### config.mk
export PLATFORM = sky130hd
export DESIGN_NAME = pipe_stage_reg_flat
export DESIGN_NICKNAME = d
export VERILOG_FILES = /design/src/rtl/pipe_stage_reg_if.sv /design/src/rtl/pipe_stage_reg.sv /design/src/flat_wrapper.sv
export SDC_FILE = /design/constraint.sdc
export NUM_CORES = 1
export LEC_CHECK = 0
export ABC_AREA = 1
export BUFFER_PORTS_ARGS = -buffer_cell sky130_fd_sc_hd__buf_4
export CORE_MARGIN = 8
export CORE_UTILIZATION = 49
export DETAILED_ROUTE_END_ITERATION = 7
export HOLD_SLACK_MARGIN = 0.05
export PLACE_DENSITY = 0.85
export SLEW_MARGIN = 20
export SYNTH_ARGS = -nofsm -noshare
export SYNTH_HDL_FRONTEND = slang
export SYNTH_SLANG_ARGS = --single-unit
### constraint.sdc
create_clock -name clock -period 11.4 [get_ports clock]
set_input_delay 3.42 -clock clock [delete_from_list [all_inputs] [get_ports clock]]
set_output_delay 3.42 -clock clock [all_outputs]
set_load 0.05 [all_outputs]
### src/rtl/pipe_stage_reg_if.sv
// Handshake and bundle signals between a pipeline stage register and its neighbours.
// The slave modport is the stage's own view; master is the surrounding pipeline's view.
interface pipe_stage_reg_if #(
    parameter int unsigned CTRL_W = 16,
    parameter int unsigned DATA_W = 128,
    parameter int unsigned CNT_W  = 16
);
    logic              flush;
    logic              in_valid;
    logic              in_ready;
    logic [CTRL_W-1:0] in_ctrl;
    logic [DATA_W-1:0] in_data;
    logic              out_valid;
    logic              out_ready;
    logic [CTRL_W-1:0] out_ctrl;
    logic [DATA_W-1:0] out_data;
    logic [1:0]        occupancy;
    logic [CNT_W-1:0]  stall_cnt;

    modport master (
        output flush, in_valid, in_ctrl, in_data, out_ready,
        input  in_ready, out_valid, out_ctrl, out_data, occupancy, stall_cnt
    );

    modport slave (
        input  flush, in_valid, in_ctrl, in_data, out_ready,
        output in_ready, out_valid, out_ctrl, out_data, occupancy, stall_cnt
    );
endinterface

### src/rtl/pipe_stage_reg.sv
// Reusable pipeline stage register: main slot plus one skid slot so in_ready is registered,
// synchronous flush to an all-zero bubble, and a saturating stall-cycle counter.
module pipe_stage_reg #(
    parameter int unsigned CTRL_W = 16,
    parameter int unsigned DATA_W = 128,
    parameter int unsigned CNT_W  = 16
) (
    input logic           clock,
    input logic           reset,
    pipe_stage_reg_if.slave bus
);
    // Encoding doubles as the occupancy count.
    typedef enum logic [1:0] {
        StEmpty = 2'd0,
        StOne   = 2'd1,
        StTwo   = 2'd2
    } state_e;

    state_e            state_q, state_d;
    logic [CTRL_W-1:0] main_ctrl_q, main_ctrl_d;
    logic [DATA_W-1:0] main_data_q, main_data_d;
    logic [CTRL_W-1:0] skid_ctrl_q, skid_ctrl_d;
    logic [DATA_W-1:0] skid_data_q, skid_data_d;
    logic [CNT_W-1:0]  stall_q, stall_d;
    logic              in_ready_q, in_ready_d;
    logic              out_valid_q, out_valid_d;
    logic              accept, pop;

    always_ff @(posedge clock or posedge reset) begin
        if (reset) begin
            state_q     <= StEmpty;
            main_ctrl_q <= '0;
            main_data_q <= '0;
            skid_ctrl_q <= '0;
            skid_data_q <= '0;
            stall_q     <= '0;
            in_ready_q  <= 1'b1;
            out_valid_q <= 1'b0;
        end else begin
            state_q     <= state_d;
            main_ctrl_q <= main_ctrl_d;
            main_data_q <= main_data_d;
            skid_ctrl_q <= skid_ctrl_d;
            skid_data_q <= skid_data_d;
            stall_q     <= stall_d;
            in_ready_q  <= in_ready_d;
            out_valid_q <= out_valid_d;
        end
    end

    always_comb begin
        state_d     = state_q;
        main_ctrl_d = main_ctrl_q;
        main_data_d = main_data_q;
        skid_ctrl_d = skid_ctrl_q;
        skid_data_d = skid_data_q;
        stall_d     = stall_q;
        accept      = bus.in_valid && (state_q != StTwo);
        pop         = (state_q != StEmpty) && bus.out_ready;

        // Stall counting is independent of flush; only reset clears it.
        if ((state_q != StEmpty) && !bus.out_ready && (stall_q != {CNT_W{1'b1}})) begin
            stall_d = stall_q + CNT_W'(1);
        end

        if (bus.flush) begin
            state_d     = StEmpty;
            main_ctrl_d = '0;
            main_data_d = '0;
            skid_ctrl_d = '0;
            skid_data_d = '0;
        end else begin
            unique case (state_q)
                StEmpty: begin
                    if (accept) begin
                        main_ctrl_d = bus.in_ctrl;
                        main_data_d = bus.in_data;
                        state_d     = StOne;
                    end
                end
                StOne: begin
                    if (accept && pop) begin
                        main_ctrl_d = bus.in_ctrl;
                        main_data_d = bus.in_data;
                    end else if (accept) begin
                        skid_ctrl_d = bus.in_ctrl;
                        skid_data_d = bus.in_data;
                        state_d     = StTwo;
                    end else if (pop) begin
                        // Data is kept so out_data shows the last entry during a bubble.
                        main_ctrl_d = '0;
                        state_d     = StEmpty;
                    end
                end
                StTwo: begin
                    if (pop) begin
                        main_ctrl_d = skid_ctrl_q;
                        main_data_d = skid_data_q;
                        state_d     = StOne;
                    end
                end
                default: state_d = StEmpty;
            endcase
        end

        in_ready_d  = (state_d != StTwo);
        out_valid_d = (state_d != StEmpty);
    end

    assign bus.in_ready  = in_ready_q;
    assign bus.out_valid = out_valid_q;
    assign bus.out_ctrl  = main_ctrl_q;
    assign bus.out_data  = main_data_q;
    assign bus.occupancy = state_q;
    assign bus.stall_cnt = stall_q;
endmodule

### src/flat_wrapper.sv
// flat-port wrapper written by rule: the top's interface ports become plain ports
module pipe_stage_reg_flat 
#(
    parameter int unsigned CTRL_W = 16,
    parameter int unsigned DATA_W = 128,
    parameter int unsigned CNT_W  = 16
)
  (clock, reset, bus_flush, bus_in_valid, bus_in_ctrl, bus_in_data, bus_out_ready, bus_in_ready, bus_out_valid, bus_out_ctrl, bus_out_data, bus_occupancy, bus_stall_cnt);
  pipe_stage_reg_if #(.CTRL_W(CTRL_W), .DATA_W(DATA_W), .CNT_W(CNT_W)) bus_i ();
  input logic clock;
  input logic reset;
  input wire logic [$bits(bus_i.flush)-1:0] bus_flush;
  input wire logic [$bits(bus_i.in_valid)-1:0] bus_in_valid;
  input wire logic [$bits(bus_i.in_ctrl)-1:0] bus_in_ctrl;
  input wire logic [$bits(bus_i.in_data)-1:0] bus_in_data;
  input wire logic [$bits(bus_i.out_ready)-1:0] bus_out_ready;
  output wire logic [$bits(bus_i.in_ready)-1:0] bus_in_ready;
  output wire logic [$bits(bus_i.out_valid)-1:0] bus_out_valid;
  output wire logic [$bits(bus_i.out_ctrl)-1:0] bus_out_ctrl;
  output wire logic [$bits(bus_i.out_data)-1:0] bus_out_data;
  output wire logic [$bits(bus_i.occupancy)-1:0] bus_occupancy;
  output wire logic [$bits(bus_i.stall_cnt)-1:0] bus_stall_cnt;
  assign bus_i.flush = bus_flush;
  assign bus_i.in_valid = bus_in_valid;
  assign bus_i.in_ctrl = bus_in_ctrl;
  assign bus_i.in_data = bus_in_data;
  assign bus_i.out_ready = bus_out_ready;
  assign bus_in_ready = bus_i.in_ready;
  assign bus_out_valid = bus_i.out_valid;
  assign bus_out_ctrl = bus_i.out_ctrl;
  assign bus_out_data = bus_i.out_data;
  assign bus_occupancy = bus_i.occupancy;
  assign bus_stall_cnt = bus_i.stall_cnt;
  pipe_stage_reg #(.CTRL_W(CTRL_W), .DATA_W(DATA_W), .CNT_W(CNT_W)) u_core (.clock(clock), .reset(reset), .bus(bus_i));
endmodule
==> results.cfg, run 1 <==
[outcome]
status = complete, no violations

[logic_synthesis]
synth-seq-cells = 308
synth_nets = 1963
async_flop_share_pct = 100.0
yosysTopAreaCellShare_pct = 53.68
synth_edf_count = 0
synth_area_sq_mm = 0.01431
syn_inst = 1808
synth_area_leaders = dfrtp_1 (54%), nand2_1 (22%), o21ai_0 (6.5%), nand3_1 (6.4%), inv_1 (3.1%)
synthFlopType = dfrtp_1
yosys_warnings = 0
avgSynthCellArea_sq_um = 7.916
yosysSeqAreaShare_pct = 53.86
ys_types = 28
yosysTopAreaCell = dfrtp_1

[timing]
slew_headroom_pct = 29.63
holdWs_ns = 0.4711
worst_slew_pin_slew_ns = 1.056
slew_viol_final = 0
fmax_mhz = 174.4
layout_min_cycle_time_ns = 5.733
grt_setup_unrepaired = no
hold_violations = 0
fin_tns_setup_ns = 0
skew_ns = 0.01153
setup_violations = 0
post-route-period-util_pct = 50.29

[power_and_ir_drop]
leakagePower_nw = 9.509
powerDensity_mw_per_mm2 = 182.5
ir_drop_mv = 0.2060
total_power_mw = 3.205

[placed_design]
place_congestion = 0.8181
place_area_sq_mm = 0.01652
place_hpwl_um = 26080
placedCellCount = 2404
portBuffers = 312

[layout]
final_common_cell = nand2_1
multi_input_area_sq_mm = 0.005425
final_cell_count_no_fill = 2466
fillers = 2491
syn2layout_area_growth_pct = 22.73
drive_gt1_share_pct = 18.83
mostFrequentLayoutCells = nand2_1 (824), buf_4 (322), dfrtp_1 (307)
fin_nets = 2210
seqCellArea_sq_mm = 0.007709
finalInstanceArea_sq_mm = 0.01756

[clock_tree]
h-tree-depth = 1
cts_resized = 0
cts_max_path_buffers = 3
root_buffer = clkbuf_16
cts_buffers = 31
cts_hold_buf = 0
cts_tree = done
clkLatencyLatePin_ns = 0.55
clock-sinks = 308
post_cts_buffers = 0
cts.clk_slew.worst_paths_ns = 0.06

[die]
ios = 313
initial_core_util_pct = 49.86
dieArea_sq_mm = 0.03493
die_h_um = 186.9
die_x_um = 186.9
coreArea_sq_mm = 0.02870
rows = 62

[grt]
grt_pass1_wl_um = 64840
grt_pass1_vias = 12900
antenna_found_initial = 5
grt_max_degree = 122
gr-total-overflow = 0
grt_use_total_pct = 21.97

[setup_path]
cp-start-kind = primary input
cp_max_fo = 77
cp-end-kind = flop
crit_arrival_ns = 6.19
cp.required_ns = 11.86
critical_path_class = in2reg

[routing]
wl_um = 39710
drc = 0
via_per_inst = 5.219
ant_nets = 0
first_pass_iters = 5
via_count = 12870
wl_per_cell_um = 16.10
drt-initial-drc-count = 1006

[hold_path]
hp-class = reg2reg

[flow_run]
maxCapViolations = 0
==> kinds of logic after synthesis <==
| group | synth area share [%] |
|---|---|
| AOI/OAI and AO/OA | 7.178 |
| xor gates and xnor gates | 0.4896 |
| adders and majority gates | 0.5246 |
| buffers and inverters | 8.262 |
| DFF | 53.86 |
| and+or+nand+nor | 29.68 |
==> path summary, 6_finish.rpt <==
kind | startpoint | to | slack (ns) | depth (start not counted)
max reg2reg | u_core.bus.occupancy[0]$_DFF_PP0_ | u_core.skid_data_q[42]$_DFFE_PP0P_ | 7.05 | 11
max | bus_in_valid | u_core.skid_data_q[42]$_DFFE_PP0P_ | 5.67 | 9
min in group asynchronous | reset | u_core.bus.out_data[10]$_DFFE_PP0P_ | 2.91 | 2
min | u_core.bus.out_data[21]$_DFFE_PP0P_ | u_core.bus.out_data[21]$_DFFE_PP0P_ | 0.47 | 2
min reg2reg | u_core.bus.out_data[21]$_DFFE_PP0P_ | u_core.bus.out_data[21]$_DFFE_PP0P_ | 0.47 | 2
max in group asynchronous | reset | u_core.bus.out_ctrl[11]$_DFFE_PP0P_ | 6.50 | 5
==> through the flow <==
step	util, %	setup slack [ns]
floorplan	-	3.882
global placement	57.55	5.224
detailed placement	57.55	5.098
CTS	60.97	5.660
global route	61.19	5.517
finish	61.19	5.667
==> registers in the layout, indices dropped and copies added, names as in the netlist <==
name / flops
u_core.bus.stall_cnt: 16
u_core.bus.out_data: 128
u_core.bus.in_ready: 1
u_core.skid_ctrl_q: 16
u_core.bus.out_valid: 1
u_core.bus.out_ctrl: 16
u_core.skid_data_q: 128
u_core.bus.occupancy: 2
==> per-layer routing <==
layer / global-route usage, % / vias to the layer above / routed length, um
met1: 27.66 / 6118 / 16340
met4: 9.560 / 0 / 1603
met5: 0 / - / 0
met2: 36.23 / 519 / 18750
li1: - / 6142 / -
met3: 4.586 / 91 / 3018
==> critical path: stages <==
cell and delay, ns:
buf_4 0.12, nand2_1 0.14, nor2_4 0.06, nor2_4 0.14
nand2_4 0.34, nor2_8 0.81, buf_4 0.81, nand2_1 0.13
o21ai_0 0.12
==> Yosys cell counts, types with 2 or more instances <==
cell type and n:
inv_2 4, inv_1 120, dfrtp_1 307, ha_1 6, nor2_2 3, buf_1 5
nand4_1 6, clkbuf_1 38, buf_6 30, xor2_1 2, o21ai_0 187, nand2_1 824
nor2_4 3, nand2_2 2, xnor2_1 6, nor2_1 23, o21ai_1 14, buf_4 11
nand3_1 182, buf_2 27
==> power by group <==
part	switching, mW	internal [mW]	leakage [nW]
Clock	0.429	0.565	0.477
Combinational	0.669	0.249	4.84
Sequential	0.0799	1.21	4.19
Total	1.18	2.03	9.51
==> cell type report <==
cell class / count / area share (%)
clock inverter: 14 / 0.7907
timing repair buffer: 325 / 14.10
clock buffer: 41 / 4.801
multi-input combinational: 1265 / 30.89
tap: 384 / 2.735
antenna: 5 / 0.07124
inverter: 124 / 2.728
sequential: 308 / 43.89
(Power assumes the default switching activity.)
==> inputs of run 2 (changes only) <==
Settings changed: CORE_UTILIZATION 49 to 55, PLACE_DENSITY 0.85 to 0.9.
Clock period 11.4 ns to 5.4 ns, I/O delays scaled along.
==> run 2 against run 1 <==
Sequential power grew 110%; critical endpoint is now u_core.bus.out_data[3]$_DFFE_PP0P_; count of clock-buffer cells in the layout rose by 12; cell count decreased by 1.9%; setup slack lost 4.1 ns; clock power up 130%.
==> results.cfg, run 2 (same netlist as run 1, synthesis figures left out) <==
[die]
rows = 59
dieArea_sq_mm = 0.03144
ios = 313
initial_core_util_pct = 55.39
die_h_um = 177.3
coreArea_sq_mm = 0.02584
die_x_um = 177.3

[timing]
holdWs_ns = 0.4692
slew_viol_final = 0
fmax_mhz = 262.4
fin_tns_setup_ns = 0
grt_setup_unrepaired = no
slew_headroom_pct = 27.13
hold_violations = 0
worst_slew_pin_slew_ns = 1.090
setup_slack_ns = 1.590
setup_violations = 0
layout_min_cycle_time_ns = 3.811
skew_ns = 0.01419
post-route-period-util_pct = 70.56

[clock_tree]
cts_resized = 0
post_cts_buffers = 0
clkLatencyLatePin_ns = 0.50
clock-sinks = 308
cts_tree = done
root_buffer = clkbuf_16
h-tree-depth = 2
cts_max_path_buffers = 3
cts_hold_buf = 0
cts.clk_slew.worst_paths_ns = 0.06
cts_buffers = 34

[power_and_ir_drop]
clockPowerShare_pct = 32.7
ir_drop_mv = 0.3001
powerDensity_mw_per_mm2 = 394.6
internal-power_mw = 4.464
pwr-share-comb_pct = 28.0
seqPwrFrac_pct = 39.3
switchingPower_mw = 2.492
p_sw_share_pct = 35.83
leakagePower_nw = 9.577

[placed_design]
place_hpwl_um = 26530
place_ws_ns = 1.125
place_congestion = 0.8350
portBuffers = 312
place_area_sq_mm = 0.01652
placedCellCount = 2357

[setup_path]
startpoint = bus_in_valid
critical_path_class = in2reg
cpPeakStageDelay_ns = 0.85
cp.required_ns = 5.83
r2r-start = u_core.bus.occupancy[0]$_DFF_PP0_
cp_max_fo = 86
path_delay_family = simple AND/OR/NAND/NOR gates
crit_top_cell = nand2_1
worstPathCellList = buf_4 > nand2_1 > nand2_1 > nand3_1 > nor2_4 > buf_4 > nand3_1 > nand2_1
cp-end-kind = flop
cp_slowest_cell = nor2_4
crit_arrival_ns = 4.24
path_buf_inv = 2
cp-start-kind = primary input

[layout]
fillers = 1988
final_cell_count_no_fill = 2418
drive_gt1_share_pct = 18.84
mostFrequentLayoutCells = nand2_1 (824), buf_4 (321), dfrtp_1 (307)
finalInstanceArea_sq_mm = 0.01763
final_common_cell = nand2_1
fin_nets = 2213
syn2layout_area_growth_pct = 23.18

[routing]
wl_per_cell_um = 16.81
ant_nets = 0
via_per_inst = 5.479
first_pass_iters = 5
drc = 0
via_count = 13248
wl_um = 40650
drt-initial-drc-count = 1612

[grt]
grt_max_degree = 126
grt_pass1_wl_um = 65420
gr-total-overflow = 0
met2_usage_pct = 41.13
top_usage_layer = met2
grt_pass1_vias = 13150
antenna_found_initial = 2
grt_use_total_pct = 25.23
grt_use_met3_pct = 5.574
met1_usage_pct = 31.57

[hold_path]
hp-class = reg2reg
hp-start = u_core.bus.out_data[17]$_DFFE_PP0P_

[flow_run]
maxCapViolations = 0

[outcome]
status = complete, no violations
## run 2: metrics by stage
stage	power, mW	util (%)
floorplan	4.127	-
global placement	4.665	63.94
detailed placement	4.713	63.94
CTS	6.997	68.21
global route	7.255	68.23
finish	6.956	68.23
## run 2: power by group through the flow
| stage | clock network, mW | registers, mW | logic, mW |
|---|---|---|---|
| 3_3_place_gp | 0 | 2.76 | 1.91 |
| 6_report | 2.27 | 2.74 | 1.95 |
| 2_1_floorplan | 0 | 3.41 | 0.717 |
| 5_1_grt | 2.41 | 2.76 | 2.08 |
| 3_5_place_dp | 0 | 2.77 | 1.95 |
| 4_1_cts | 2.31 | 2.73 | 1.95 |
## run 2: layout make-up
cell class | count | area, sq um | share of cell area (%)
Antenna cell | 2 | 5.005 | 0.02839
Tap cell | 335 | 419.2 | 2.378
Timing Repair Buffer | 325 | 2490 | 14.12
Sequential cell | 308 | 7709 | 43.73
Clock buffer | 53 | 1046 | 5.934
Multi-Input combinational cell | 1265 | 5425 | 30.78
Inverter | 124 | 476.7 | 2.704
Clock inverter | 6 | 57.56 | 0.3265
## run 2: path summary, 6_finish.rpt
kind | end | cells after the start | slack (ns)
min | u_core.bus.out_data[17]$_DFFE_PP0P_ | 2 | 0.47
max | u_core.bus.out_data[3]$_DFFE_PP0P_ | 8 | 1.59
max reg2reg | u_core.skid_data_q[64]$_DFFE_PP0P_ | 9 | 1.70
min in group asynchronous | u_core.skid_data_q[13]$_DFFE_PP0P_ | 2 | 1.32
max in group asynchronous | u_core.bus.out_ctrl[7]$_DFFE_PP0P_ | 3 | 2.99
min reg2reg | u_core.bus.out_data[17]$_DFFE_PP0P_ | 2 | 0.47
## run 2: worst min-delay path: cells and delay by family (launching register included)
kind,cells,cell delay [ns]
and+or+nand+nor,2,0.09
DFF,1,0.34
## run 2: per-layer routing
| layer | wire length, um | up-vias |
|---|---|---|
| met2 | 19580 | 627 |
| met5 | 0 | - |
| met3 | 3512 | 117 |
| met1 | 15780 | 6342 |
| met4 | 1785 | 0 |
| li1 | - | 6162 |
